**config.mk**
```make
export PLATFORM = sky130hd
export DESIGN_NAME = imem_port_arbiter
export DESIGN_NICKNAME = d
export VERILOG_FILES = /design/src/rtl/imem_pkg.sv /design/src/rtl/imem_port_arbiter.sv
export SDC_FILE = /design/constraint.sdc
export NUM_CORES = 1
export LEC_CHECK = 0
export CAP_MARGIN = 10
export CORE_AREA = 2 2 105 107
export DETAILED_ROUTE_END_ITERATION = 7
export DIE_AREA = 0 0 107 109
export PLACE_DENSITY_LB_ADDON = 0.1
export SKIP_LAST_GASP = 1
export SLEW_MARGIN = 5
export SYNTH_ARGS = -nofsm -noshare
export SYNTH_HDL_FRONTEND = slang
export SYNTH_SLANG_ARGS = --single-unit
```
**constraint.sdc**
```tcl
create_clock -name clk -period 9.89 [get_ports clk]
set_input_delay 1.4835 -clock clk [delete_from_list [all_inputs] [get_ports clk]]
set_output_delay 1.4835 -clock clk [all_outputs]
set_load 0.02 [all_outputs]
```
**src/rtl/imem_pkg.sv**
```systemverilog
// Shared definitions for the IMEM port arbiter: reset/idle instruction word,
// arbitration state encoding and IMEM geometry.
package imem_pkg;

    localparam logic [31:0] NOP_INSTR  = 32'h0000_0013;
    localparam int          IMEM_WORDS = 100;

    typedef enum logic [0:0] {
        PRIO_F = 1'b0,
        PRIO_L = 1'b1
    } arb_state_t;

    // A fetch address is misaligned when it does not sit on a word boundary.
    function automatic logic is_misaligned(input logic [31:0] addr);
        return (addr[1:0] != 2'b00);
    endfunction

endpackage

```
**src/rtl/imem_port_arbiter.sv**
```systemverilog
// Arbitrates the single IMEM port between core fetch (F) and loader/debug (L),
// registering one-cycle responses. Optional loader writes: IMEM_LOADER_WR_EN.
module imem_port_arbiter
    import imem_pkg::*;
#(
    parameter int unsigned MAX_WAIT  = 8,
    parameter logic [31:0] NOP_INSTR = imem_pkg::NOP_INSTR
) (
    input  logic        clk,
    input  logic        rst,
    input  logic        f_req,
    input  logic [31:0] f_addr,
    output logic        f_gnt,
    output logic        f_rsp_valid,
    output logic [31:0] f_rsp_data,
    output logic        f_rsp_err,
    input  logic        l_req,
    input  logic        l_we,
    input  logic [31:0] l_addr,
    input  logic [31:0] l_wdata,
    output logic        l_gnt,
    output logic        l_rsp_valid,
    output logic [31:0] l_rsp_data,
    output logic [31:0] mem_addr,
    input  logic [31:0] mem_rdata,
    output logic        mem_we,
    output logic [31:0] mem_wdata
);

    localparam logic [7:0] MAX_WAIT_C = 8'(MAX_WAIT);

    arb_state_t  state_r;
    arb_state_t  state_nxt_s;
    logic [7:0]  wait_cnt_r;
    logic [7:0]  wait_nxt_s;
    logic        f_gnt_s;
    logic        l_gnt_s;
    logic        wr_s;
    logic        f_rsp_valid_r;
    logic        f_rsp_err_r;
    logic [31:0] f_rsp_data_r;
    logic        l_rsp_valid_r;
    logic [31:0] l_rsp_data_r;

    // Grant selection, starvation counter and next-state logic.
    always_comb begin
        f_gnt_s     = 1'b0;
        l_gnt_s     = 1'b0;
        state_nxt_s = state_r;
        wait_nxt_s  = wait_cnt_r;
        if (rst) begin
            // Grants are combinational from the requests, so they are masked while reset is held.
            state_nxt_s = PRIO_F;
            wait_nxt_s  = 8'd0;
        end else begin
            case (state_r)
                PRIO_F: begin
                    if (f_req) begin
                        f_gnt_s = 1'b1;
                        if (l_req) begin
                            if (wait_cnt_r < MAX_WAIT_C) begin
                                wait_nxt_s = wait_cnt_r + 8'd1;
                            end else begin
                                wait_nxt_s = wait_cnt_r;
                            end
                            if (wait_nxt_s == MAX_WAIT_C) begin
                                state_nxt_s = PRIO_L;
                            end else begin
                                state_nxt_s = PRIO_F;
                            end
                        end else begin
                            state_nxt_s = PRIO_F;
                        end
                    end else if (l_req) begin
                        l_gnt_s    = 1'b1;
                        wait_nxt_s = 8'd0;
                    end else begin
                        state_nxt_s = PRIO_F;
                    end
                end
                PRIO_L: begin
                    // One turn of loader priority; if the loader left, fetch keeps the slot.
                    state_nxt_s = PRIO_F;
                    wait_nxt_s  = 8'd0;
                    if (l_req) begin
                        l_gnt_s = 1'b1;
                    end else if (f_req) begin
                        f_gnt_s = 1'b1;
                    end else begin
                        l_gnt_s = 1'b0;
                    end
                end
                default: begin
                    state_nxt_s = PRIO_F;
                    wait_nxt_s  = 8'd0;
                end
            endcase
        end
    end

`ifdef IMEM_LOADER_WR_EN
    assign wr_s      = l_gnt_s & l_we;
    assign mem_wdata = wr_s ? l_wdata : 32'h0000_0000;
`else
    logic unused_wr_s;
    assign unused_wr_s = l_we ^ (^l_wdata);
    assign wr_s        = 1'b0;
    assign mem_wdata   = 32'h0000_0000;
`endif

    assign mem_we   = wr_s;
    assign mem_addr = f_gnt_s ? f_addr : (l_gnt_s ? l_addr : 32'h0000_0000);

    // Arbiter state and the two one-cycle response registers.
    always_ff @(posedge clk or posedge rst) begin
        if (rst) begin
            state_r       <= PRIO_F;
            wait_cnt_r    <= 8'd0;
            f_rsp_valid_r <= 1'b0;
            f_rsp_err_r   <= 1'b0;
            f_rsp_data_r  <= NOP_INSTR;
            l_rsp_valid_r <= 1'b0;
            l_rsp_data_r  <= NOP_INSTR;
        end else begin
            state_r       <= state_nxt_s;
            wait_cnt_r    <= wait_nxt_s;
            f_rsp_valid_r <= f_gnt_s;
            f_rsp_err_r   <= f_gnt_s & is_misaligned(f_addr);
            if (f_gnt_s) begin
                f_rsp_data_r <= mem_rdata;
            end
            l_rsp_valid_r <= l_gnt_s & ~wr_s;
            if (l_gnt_s && !wr_s) begin
                l_rsp_data_r <= mem_rdata;
            end
        end
    end

    assign f_gnt       = f_gnt_s;
    assign l_gnt       = l_gnt_s;
    assign f_rsp_valid = f_rsp_valid_r;
    assign f_rsp_err   = f_rsp_err_r;
    assign f_rsp_data  = f_rsp_data_r;
    assign l_rsp_valid = l_rsp_valid_r;
    assign l_rsp_data  = l_rsp_data_r;

endmodule
```
# Word-level counts from Yosys, hierarchy flattened
# Index checks and enable logic that the tools add are counted.
[classes]
n_addsub = 1
n_lt_le_gt_ge = 1
eq_ne = 2
muxes = 25
n_bitwise = 2
reduce_logical = 1
[op_table]
columns = ["op", "count"]
rows = [
  ["$mux W8", 9],
  ["$mux W32", 2],
  ["$pmux W8 S2", 1],
  ["$mux W1", 10],
  ["$add A8 B1 Y8 const B", 1],
  ["$eq A8 B4 Y1 const B", 1],
  ["$lt A8 B4 Y1 const B", 1],
  ["$pmux W1 S2", 3],
  ["$ne A3 B3 Y1 const B", 1],
  ["$reduce_bool A2 Y1", 1],
  ["$and A1 B1 Y1", 1],
  ["$not A1 Y1", 1],
]
[word_totals]
ff_bits = 76
inputBits = 133
out_inout_bits = 134
word_cells = 39

# Logic depth before layout (Yosys ltp)
# Gate-level depths: netlist (run 1).
[depth]
ltp_word = 12
depth_mapped = 5
ltp_nobuf = 4

# Worst setup path after synthesis (run 1)
# OpenSTA, ideal clock, no wires.
[synth_timing]
path_type = "in2out"
from = "input port rst"
to = "output port mem_addr[22]"
arrival_ns = 4.492
required_time_ns = 8.407
setup_slack_ns = 3.914
stages = 5
n_path_buf = 2
path_cell_list = "inv_1 o211a_1 clkbuf_1 clkbuf_1 a22o_1"
[synth_via]
elab_chain_len = 3
elab_cells_between_ends = 4
classes_between = "4 x mux"
[synth_lines]
columns = ["item", "line_no", "rtl"]
rows = [
  ["from (decl)", "imem_port_arbiter.sv:10", "input logic rst,"],
  ["$mux W1", "imem_port_arbiter.sv:51", "if (rst) begin"],
  ["named net l_gnt", "imem_port_arbiter.sv:21", "output logic l_gnt,"],
  ["$mux W32 (2 in series)", "imem_port_arbiter.sv:112", "assign mem_addr = f_gnt_s ? f_addr : (l_gnt_s ? l_addr : 32'h0000_0000);"],
  ["to (decl)", "imem_port_arbiter.sv:24", "output logic [31:0] mem_addr,"],
]
# The timed path passes the listed nets, and every way through them passes these cells.

# Worst setup path after layout (run 1)
[layout_timing]
from = "input port f_req"
to = "output port mem_addr[23]"
[layout_via]
elab_chain_len = 5
elab_cells_between_ends = 9
classes_between = "9 x mux"
[layout_lines]
columns = ["item", "line_no", "rtl"]
rows = [
  ["from (decl)", "imem_port_arbiter.sv:11", "input logic f_req,"],
  ["$mux W1 (on tied branches)", "imem_port_arbiter.sv:58, imem_port_arbiter.sv:87", ""],
  ["$pmux W1 S2 / $mux W1 (equally long branches)", "imem_port_arbiter.sv:56, imem_port_arbiter.sv:85", ""],
  ["$mux W1 / $pmux W1 S2 (equally long branches)", "imem_port_arbiter.sv:51, imem_port_arbiter.sv:56", ""],
  ["$mux W32 / $mux W1 (equally long branches)", "imem_port_arbiter.sv:112, imem_port_arbiter.sv:51", ""],
  ["$mux W32 (*)", "imem_port_arbiter.sv:112", ""],
]
# Mark *: on every way between the ends. The rest lies on a longest branch, timed or not.

==> results of run 1 <==
[per-layer routing]
layer	wire length, um	share of wire	vias up	global-route usage
met2	5005	0.49	132	0.2916
li1	-	-	1275	-
met1	4080	0.40	1333	0.1967
met4	93	0.0090	0	0.04453
met3	1097	0.11	8	0.07651
met5	0	0	-	0
[report_power, final]
part           leakage (nW)  switching [W]  internal (W)  total (W)
registers             0.911      0.0000220      0.000359   0.000381
logic                  1.35       0.000144      0.000163   0.000306
clock network         0.102       0.000115      0.000142   0.000257
total                  2.36       0.000281      0.000663   0.000944
[through the flow]
step	hold WS, ns	cell area [sq um]	power, W	worst slack [ns]	cells
floorplan	0.4437	3595	0.0005361	3.914	291
global placement	0.4603	5499	0.0006921	3.914	586
detailed placement	0.4620	5499	0.0006966	3.934	586
CTS	0.4851	5715	0.0009596	3.917	602
global route	0.5091	5715	0.0009928	3.790	602
finish	0.4865	5715	0.0009440	3.968	602
[final cells by class]
cell class                 instances  area share
clock buffer                      10     0.02233
clock inverter                     6     0.01554
inverter                           2    0.001532
multi-input combinational        164      0.2404
sequential                        76      0.3341
tap                              140     0.03065
timing repair buffer             204      0.3555
[flip-flops by register name, summed over array words and instances, names as in the netlist]
register     cells
f_rsp_valid      1
l_rsp_data      32
f_rsp_err        1
wait_cnt_r       8
l_rsp_valid      1
f_rsp_data      32
state_r          1
[kinds of logic (layout without fill, tap and decap cells)]
logic type / Yosys count / after routing / synth area share
compound gates: 44 / 44 / 0.1066
fa+ha+maj: 1 / 1 / 0.003600
buf+inv: 51 / 222 / 0.09327
flops: 76 / 76 / 0.5495
mux: 64 / 64 / 0.2074
other cells: 1 / 33 / 0.001079
simple gates: 22 / 22 / 0.03853
[cells in the final DEF (no fill, tap or decap), types with 2 or more instances in the layout]
| master | n |
|---|---|
| dfstp_2 | 6 |
| clkbuf_8 | 9 |
| dfrtp_1 | 70 |
| or4_1 | 3 |
| a31oi_1 | 3 |
| clkinvlp_4 | 2 |
| o21a_1 | 2 |
| nand3_1 | 2 |
| or2_2 | 2 |
| nand2_1 | 2 |
| and2_1 | 3 |
| mux2_2 | 50 |
| nor3_1 | 2 |
| bufinv_16 | 2 |
| buf_4 | 4 |
| a22o_1 | 32 |
| conb_1 | 33 |
| clkinv_2 | 2 |
| nand2b_1 | 4 |
| o211ai_1 | 3 |
| clkdlybuf4s50_1 | 200 |
| mux2_1 | 14 |
[final timing paths]
path / to / slack (ns) / depth (start not counted)
worst min-delay path: l_rsp_data[28]$_DFFE_PP0P_ / 0.49 / 1
worst max-delay path: mem_addr[23] / 3.97 / 6
min in group asynchronous: wait_cnt_r[4]$_DFFE_PP0P_ / 1.87 / 3
worst max register to register: l_rsp_data[26]$_DFFE_PP0P_ / 7.75 / 3
worst min register to register: l_rsp_data[28]$_DFFE_PP0P_ / 0.49 / 1
max in group asynchronous: l_rsp_data[20]$_DFFE_PP0P_ / 7.41 / 3
[synthesized netlist by cell type (all sizes together)]
master,n,area [sq um]
dfrtp,70,1752
mux2,64,720.7
buf,43,294.0
a22o,32,280.3
clkbuf,6,22.52
dfstp,6,157.7
and2,4,26.28
nand2b,4,25.02
a31oi,3,18.77
o211ai,3,22.52
or4,3,22.52
inv,2,7.510
nand2,2,7.510
nand3,2,10.01
nor3,2,10.01
o21a,2,15.01
or2,2,12.51
a211oi,1,7.510
a21oi,1,5.000
conb,1,3.750
ha,1,12.51
nor3b,1,7.510
nor4,1,6.260
o2111a,1,11.26
o211a,1,10.01
or3,1,6.260
==> metrics, run 1 <==
sequential area share after synthesis=0.5495; Critical Path Sink Type=output pin; postcts setup bufs=0; leakage=2.359 nW; worst skew pair latency=0.35 ns; status=finished, final reports clean; final hold vios=0; Global Route Usage Sum=0.1710; Setup crit start kind=input pin; RSZ-0062 raised after global routing=false; gpl congestion=0.7806; nets@finish=591; die width=107 um; Setup TNS=0 ns; clk slew on worst S/H paths=0.07 ns; PD cells=165.2 nW/um^2; drt wl/cell=17.07 um; crit-path cells=clkdlybuf4s50_1 -> inv_1 -> o211a_2 -> buf_4 -> a22o_1 -> clkdlybuf4s50_1; largest net degree at the start of global routing=77; Syn Area/Cell=13.42 sq um; port bufs=200; CTS H-tree depth=3; total grt overflow=0; crit-path max FO=41; Core Util, Final=0.5391; Critical Path Start=f_req; # hold bufs at CTS=0; final setup fails=0; CP Class=input pin to output pin; Hold Crit Class=flop to flop; Req. time, crit path=8.41 ns; # IOs=267; Worst Max-Slew Pin Slew=0.9474 ns; ANT cells=0; Post-Synthesis Cells=259; fillers=956; Num Clock Sinks=76; die area=11,660 sq um; CP max-delay cell=o211a_2; #FFs+latches synth=76; Worst Skew=0.006077 ns; multi-input logic area=1374 sq um; VDD IR max=0.0001057 V; Routed Antenna Nets=0; Synth cell types=30; Max-cap violations=0; Critical path buffers and inverters=4; Residual DRC=0; TritonRoute pass-1 iters=4; final WL=10.28 mm; Post-Syn Area=3475 sq um; Crit Reg-Reg Startpoint=state_r$_DFF_PP0_; relative slew slack=0.3684; Tmin final=5.922 ns; slowest stage delay, CP=0.71 ns; core box area=10,600 sq um; CTS tree=yes; row count=38; share of cells above drive strength 1=0.1753; worst endpoint data arrival time=4.44 ns; Initial Util=0.3277; clock tree root driver cell=clkbuf_8; drt via density=4.565; synth warn=0; DR iter-0 viols=124; first-pass GRT wire length=15.14 mm; Storage cell area=1909 sq um; FMAX=168.9 MHz; via count=2,748; Area Overhead vs Synth=64.49%; Most Frequent Cell on Critical Path=clkdlybuf4s50_1; vias in the first global route=2,713; fin crit share=0.5988; cell family with most CP delay=buffers and inverters; Max Slew Vio Count=0; Hold Crit Start=l_rsp_data[28]$_DFFE_PP0P_; CTS max path bufs=2; Final HPWL DP=7.539 mm; die height=109 um; CTS buffer count=9; initial antenna violation count=0; PostCTS Resize Cnt=0
Note: power is estimated with default switching activity, not from simulation.
==> run 2: changes to the inputs <==
--- a/config.mk
+++ b/config.mk
@@ -6,9 +6,8 @@
 export NUM_CORES = 1
 export LEC_CHECK = 0
 export CAP_MARGIN = 10
-export CORE_AREA = 2 2 105 107
+export CORE_UTILIZATION = 31
 export DETAILED_ROUTE_END_ITERATION = 7
-export DIE_AREA = 0 0 107 109
 export PLACE_DENSITY_LB_ADDON = 0.1
 export SKIP_LAST_GASP = 1
 export SLEW_MARGIN = 5
==> constraint.sdc (replaced) <==
create_clock -name clk -period 4.8 [get_ports clk]
set_input_delay 0.72 -clock clk [delete_from_list [all_inputs] [get_ports clk]]
set_output_delay 0.72 -clock clk [all_outputs]
set_load 0.02 [all_outputs]
==> metrics, run 2 (synthesized netlist as in run 1, its figures left out) <==
status=finished, final reports clean; commonest non-fill, non-tap cell in the layout=clkdlybuf4s50_1; clock power share=0.310 (+0.038); crit-path cells=clkdlybuf4s50_1 -> inv_1 -> a211oi_4 -> buf_4 -> a22o_1 -> clkdlybuf4s50_1; Min Hold Slack=0.4868 ns (+0.0003090 ns); final hold vios=0 (unchanged); vias in the first global route=2,737 (+0.88%); Met3 Wirelength=1.129 mm (+2.9%); largest net degree at the start of global routing=77 (unchanged); first-pass GRT wire length=14.68 mm (-3.1%); nets@finish=591 (unchanged); most frequent cells in the layout=clkdlybuf4s50_1 (200), dfrtp_1 (70), mux2_2 (50), conb_1 (33), a22o_1 (32); clk slew on worst S/H paths=0.08 ns (about the same); PostCTS Resize Cnt=0 (unchanged); FF-to-FF setup slack=2.77 ns (-4.98 ns); fillers=981 (+2.6%); Setup crit start kind=input pin; Residual DRC=0 (unchanged); FMAX=268.8 MHz; Flop pwr share=0.383 (-0.020); final setup fails=0 (unchanged); Gate power share=0.307 (-0.018); leakage=2.388 nW (+1.2%); Max-cap violations=0 (unchanged); worst endpoint data arrival time=3.00 ns (-1.44 ns); ANT cells=0 (unchanged); fin crit share=0.7750; core box area=10,890 sq um (+2.7%); # IOs=267 (unchanged); Final HPWL DP=7.235 mm (-4.0%); clock tree root driver cell=clkbuf_8; Most Frequent Cell on Critical Path=clkdlybuf4s50_1; CTS tree=yes; Critical Path Sink Type=output pin; met1 WL=3.991 mm (-2.2%); Tmin final=3.720 ns; Critical path buffers and inverters=4 (unchanged); PD cells=355.4 nW/um^2 (+120%); port bufs=200 (unchanged); die area=11,640 sq um (-0.23%); Max Slew Vio Count=0 (unchanged); RSZ-0062 raised after global routing=false; Core Util, Final=0.5300 (-0.009068); Power, Total=0.002051 W (+120%); drt wl/cell=16.55 um (-3.0%); postcts setup bufs=0 (unchanged); TritonRoute pass-1 iters=4 (unchanged); DR iter-0 viols=118 (-4.8%); die width=107.9 um (+0.81%); Routed Antenna Nets=0 (unchanged); row count=38 (unchanged); Net Switching=0.0005775 W (+110%); met2 WL post-DR=4.751 mm (-5.1%); Num Clock Sinks=76 (unchanged); Hold Crit Class=flop to flop; Worst Max-Slew Pin Slew=0.9470 ns (-0.0004231 ns); Sw Share=0.2816 (-0.01562); gpl congestion=0.7144 (-8.5%); total grt overflow=0 (unchanged); Setup TNS=0 ns (unchanged); drt via density=4.576 (+0.25%); relative slew slack=0.3687 (about the same); total internal power=0.001473 W (+120%); CP Class=input pin to output pin; CTS max path bufs=2 (unchanged); slowest stage delay, CP=0.63 ns (-0.08 ns); VDD IR max=0.0002851 V (+170%); Worst Skew=0.003169 ns (-0.002908 ns); CTS H-tree depth=3 (unchanged); final WL=9.965 mm (-3.0%); share of cells above drive strength 1=0.1753 (unchanged); # hold bufs at CTS=0 (unchanged); Req. time, crit path=4.08 ns (-4.33 ns); CTS buffer count=9 (unchanged); cell family with most CP delay=buffers and inverters; CP max-delay cell=clkdlybuf4s50_1; top layer reached by signal wires=met4; worst skew pair latency=0.34 ns (about the same); Global Route Usage Sum=0.1676 (-0.003398); crit-path max FO=46 (+12%); Area Overhead vs Synth=66.08%; Initial Util=0.3191 (-0.008586); die height=107.9 um (-1.0%); initial antenna violation count=0 (unchanged); via count=2,755 (+0.25%)
run 2: changes by cell type in the layout (fill, tap and decap cells not counted), sizes merged:
cell,delta
clkinv,-1
clkinvlp,-1
bufinv,+2
run 2: layer usage:
layer,track usage,up-vias
met4,0.04990,0
met3,0.06961,10
met5,0,-
met2,0.2761,129
met1,0.1987,1346
li1,-,1270
run 2: worst paths after layout:
| path | startpoint | endpoint | cells past startpoint |
|---|---|---|---|
| max | f_req | mem_addr[1] | 6 |
| min | l_rsp_data[10]$_DFFE_PP0P_ | l_rsp_data[10]$_DFFE_PP0P_ | 1 |
| max reg2reg | state_r$_DFF_PP0_ | f_rsp_data[22]$_DFFE_PP0P_ | 4 |
| min reg2reg | l_rsp_data[10]$_DFFE_PP0P_ | l_rsp_data[10]$_DFFE_PP0P_ | 1 |
| max in group asynchronous | rst | l_rsp_data[5]$_DFFE_PP0P_ | 3 |
| min in group asynchronous | rst | l_rsp_data[27]$_DFFE_PP0P_ | 3 |
run 2: power by group through the flow:
stage / combinational [W] / sequential (W) / clock, W
floorplan: 0.000192 / 0.000913 / 0
global placement: 0.000633 / 0.000793 / 0
detailed placement: 0.000635 / 0.000798 / 0
CTS: 0.000638 / 0.000787 / 0.000660
global route: 0.000666 / 0.000799 / 0.000685
finish: 0.000630 / 0.000785 / 0.000636
run 2: final cells by class:
| cell class | instances | area [sq um] | share of cell area |
|---|---|---|---|
| Clock buffer | 10 | 127.6 | 0.02212 |
| Clock inverter | 6 | 136.4 | 0.02363 |
| Inverter | 2 | 8.758 | 0.001518 |
| Multi-Input combinational cell | 164 | 1381 | 0.2394 |
| Sequential cell | 76 | 1909 | 0.3309 |
| Tap cell | 140 | 175.2 | 0.03036 |
| Timing Repair Buffer | 204 | 2032 | 0.3521 |
run 2: stage by stage:
stage	cell area [sq um]	cells	worst slack (ns)
2_1_floorplan	3595	291	0.3512
3_3_place_gp	5507	586	1.099
3_5_place_dp	5507	586	1.043
4_1_cts	5771	602	1.037
5_1_grt	5771	602	0.9623
6_report	5771	602	1.080
run 2: worst reg2reg max path, cell delays in order (launching register included):
cell,delay (ns)
dfrtp_1,0.43
a211oi_4,0.20
buf_4,0.48
buf_4,0.42
mux2_2,0.39
==> run 3: changes to the inputs <==
--- a/config.mk
+++ b/config.mk
@@ -6,7 +6,7 @@
 export NUM_CORES = 1
 export LEC_CHECK = 0
 export CAP_MARGIN = 10
-export CORE_UTILIZATION = 31
+export CORE_UTILIZATION = 34
 export DETAILED_ROUTE_END_ITERATION = 7
 export PLACE_DENSITY_LB_ADDON = 0.1
 export SKIP_LAST_GASP = 1
==> constraint.sdc (replaced) <==
create_clock -name clk -period 3.55 [get_ports clk]
set_input_delay 0.5325 -clock clk [delete_from_list [all_inputs] [get_ports clk]]
set_output_delay 0.5325 -clock clk [all_outputs]
set_load 0.02 [all_outputs]
==> metrics, run 3 (synthesized netlist as in run 1, its figures left out) <==
clock tree root driver cell=clkbuf_8; Flop pwr share=0.387 (+0.004); Setup TNS=0 ns (unchanged); crit-path cells=clkdlybuf4s50_1 -> inv_1 -> o211a_2 -> buf_12 -> a22o_1 -> clkdlybuf4s50_1; fin crit share=0.8998; drt via density=4.711 (+2.9%); Final HPWL DP=7.604 mm (+5.1%); multi-input logic area=1374 sq um (-0.54%); fillers=848 (-14%); area of placed instances=5575 sq um (+1.2%); first-pass GRT wire length=14.32 mm (-2.4%); relative slew slack=0.3446 (-0.02409); cell family with most CP delay=buffers and inverters; Initial Util=0.3538 (+0.03473); FF-to-FF setup slack=1.73 ns (-1.04 ns); Area Overhead vs Synth=67.63%; die area=10,630 sq um (-8.7%); final hold vios=0 (unchanged); Hold Path End=wait_cnt_r[7]$_DFFE_PP0P_; Worst Skew=0.005073 ns (+0.001903 ns); Tmin final=3.194 ns; Hold Crit Start=wait_cnt_r[7]$_DFFE_PP0P_; Worst Max-Slew Pin Slew=0.9831 ns (+0.03613 ns); pre-CTS WS=0.3702 ns (-0.6725 ns); CTS buffer count=9 (unchanged); drt wl/cell=17.19 um (+3.8%); commonest non-fill, non-tap cell in the layout=clkdlybuf4s50_1; Most Frequent Cell on Critical Path=clkdlybuf4s50_1; nets@finish=594 (+0.51%); Critical Path Sink Type=output pin; clock power share=0.298 (-0.012); Final Instance Area=5824 sq um (+0.93%); Max Slew Vio Count=0 (unchanged); Num Clock Sinks=76 (unchanged); Critical path buffers and inverters=4 (unchanged); crit-path max FO=23 (-50%); row count=36 (-5.3%); leakage=2.421 nW (+1.4%); Hold Crit Class=flop to flop; Sw Share=0.2904 (+0.008835); Crit Reg-Reg Startpoint=wait_cnt_r[6]$_DFFE_PP0P_; post-route setup slack=0.3557 ns (-0.7242 ns); PostCTS Resize Cnt=0 (unchanged); largest net degree at the start of global routing=77 (unchanged); Routed Antenna Nets=0 (unchanged); die height=103.1 um (-4.4%); initial antenna violation count=0 (unchanged); most frequent cells in the layout=clkdlybuf4s50_1 (194), dfrtp_1 (70), mux2_2 (50), conb_1 (33), a22o_1 (32); vias in the first global route=2,759 (+0.80%); PD cells=471.1 nW/um^2 (+33%); TritonRoute pass-1 iters=4 (unchanged); Global Route Usage Sum=0.1861 (+0.01848); CP max-delay cell=clkdlybuf4s50_1; Reg-to-Reg End=wait_cnt_r[2]$_DFFE_PP0P_; # IOs=267 (unchanged); total grt overflow=0 (unchanged); die width=103.1 um (-4.4%); VDD IR max=0.0003441 V (+21%); worst skew pair latency=0.36 ns (+0.02 ns); CTS max path bufs=2 (unchanged); total internal power=0.001947 W (+32%); Gate power share=0.315 (+0.008); gpl congestion=0.7908 (+11%); status=finished, final reports clean; Reg2Reg Depth=3 (-1); ANT cells=0 (unchanged); final WL=10.28 mm (+3.2%); RSZ-0062 raised after global routing=false; share of cells above drive strength 1=0.1957 (+0.02037); Residual DRC=0 (unchanged); cell depth of the worst hold path=1 (unchanged); Storage cell area=1909 sq um (unchanged); CP Class=input pin to output pin; Req. time, crit path=3.02 ns (-1.06 ns); final setup fails=0 (unchanged); CTS tree=yes; Setup crit start kind=input pin; clk slew on worst S/H paths=0.08 ns (about the same); via count=2,817 (+2.3%); worst endpoint data arrival time=2.66 ns (-0.34 ns); postcts setup bufs=0 (unchanged); slowest stage delay, CP=0.59 ns (-0.04 ns); Net Switching=0.0007968 W (+38%); core box area=9819 sq um (-9.8%); FMAX=313.1 MHz; Core Util, Final=0.5931 (+0.06315); # hold bufs at CTS=0 (unchanged); port bufs=200 (unchanged); DR iter-0 viols=33 (-72%); Max-cap violations=0 (unchanged); CTS H-tree depth=3 (unchanged)
[run 3: power groups by stage]
stage | clock (W) | combinational (W) | sequential (W)
finish | 0.000818 | 0.000864 | 0.00106
global route | 0.000872 | 0.000913 | 0.00108
CTS | 0.000835 | 0.000875 | 0.00106
detailed placement | 0 | 0.000871 | 0.00108
global placement | 0 | 0.000869 | 0.00107
floorplan | 0 | 0.000259 | 0.00123
[run 3: per-layer routing]
layer	GRT usage	part of all wire	vias up
met5	0	0	-
met4	0.08451	0.016	0
met3	0.07186	0.12	14
met2	0.3149	0.49	134
met1	0.2077	0.38	1396
li1	-	-	1273
[run 3: per-stage QoR]
stage	power, W	hold slack (ns)	std cells
after global placement	0.001940	0.4637	582
final	0.002744	0.4849	598
after floorplan	0.001494	0.4437	291
after global routing	0.002866	0.5008	598
after CTS	0.002774	0.4886	598
after detailed placement	0.001950	0.4704	582
[run 3: worst reg2reg max path: stages, from the launching register on]
cell and delay, ns:
dfrtp_1 0.37, or4_1 0.66, or4_1 0.55, a31oi_1 0.16
[run 3: how the worst max path moves through the flow]
stage | from | endpoint | cells past startpoint
global route | f_req | mem_addr[28] | 6
global placement | f_req | mem_addr[30] | 6
floorplan | rst | mem_addr[22] | 5
CTS | f_req | mem_addr[28] | 6
detailed placement | f_req | mem_addr[28] | 6
finish | f_req | mem_addr[28] | 6
[run 3: area by class of cell]
| cell class | instances | share of cell area |
|---|---|---|
| timing repair buffer | 207 | 0.3631 |
| sequential | 76 | 0.3278 |
| multi-input combinational | 164 | 0.2359 |
| tap | 133 | 0.02857 |
| clock buffer | 10 | 0.02363 |
| clock inverter | 6 | 0.01912 |
| inverter | 2 | 0.001933 |
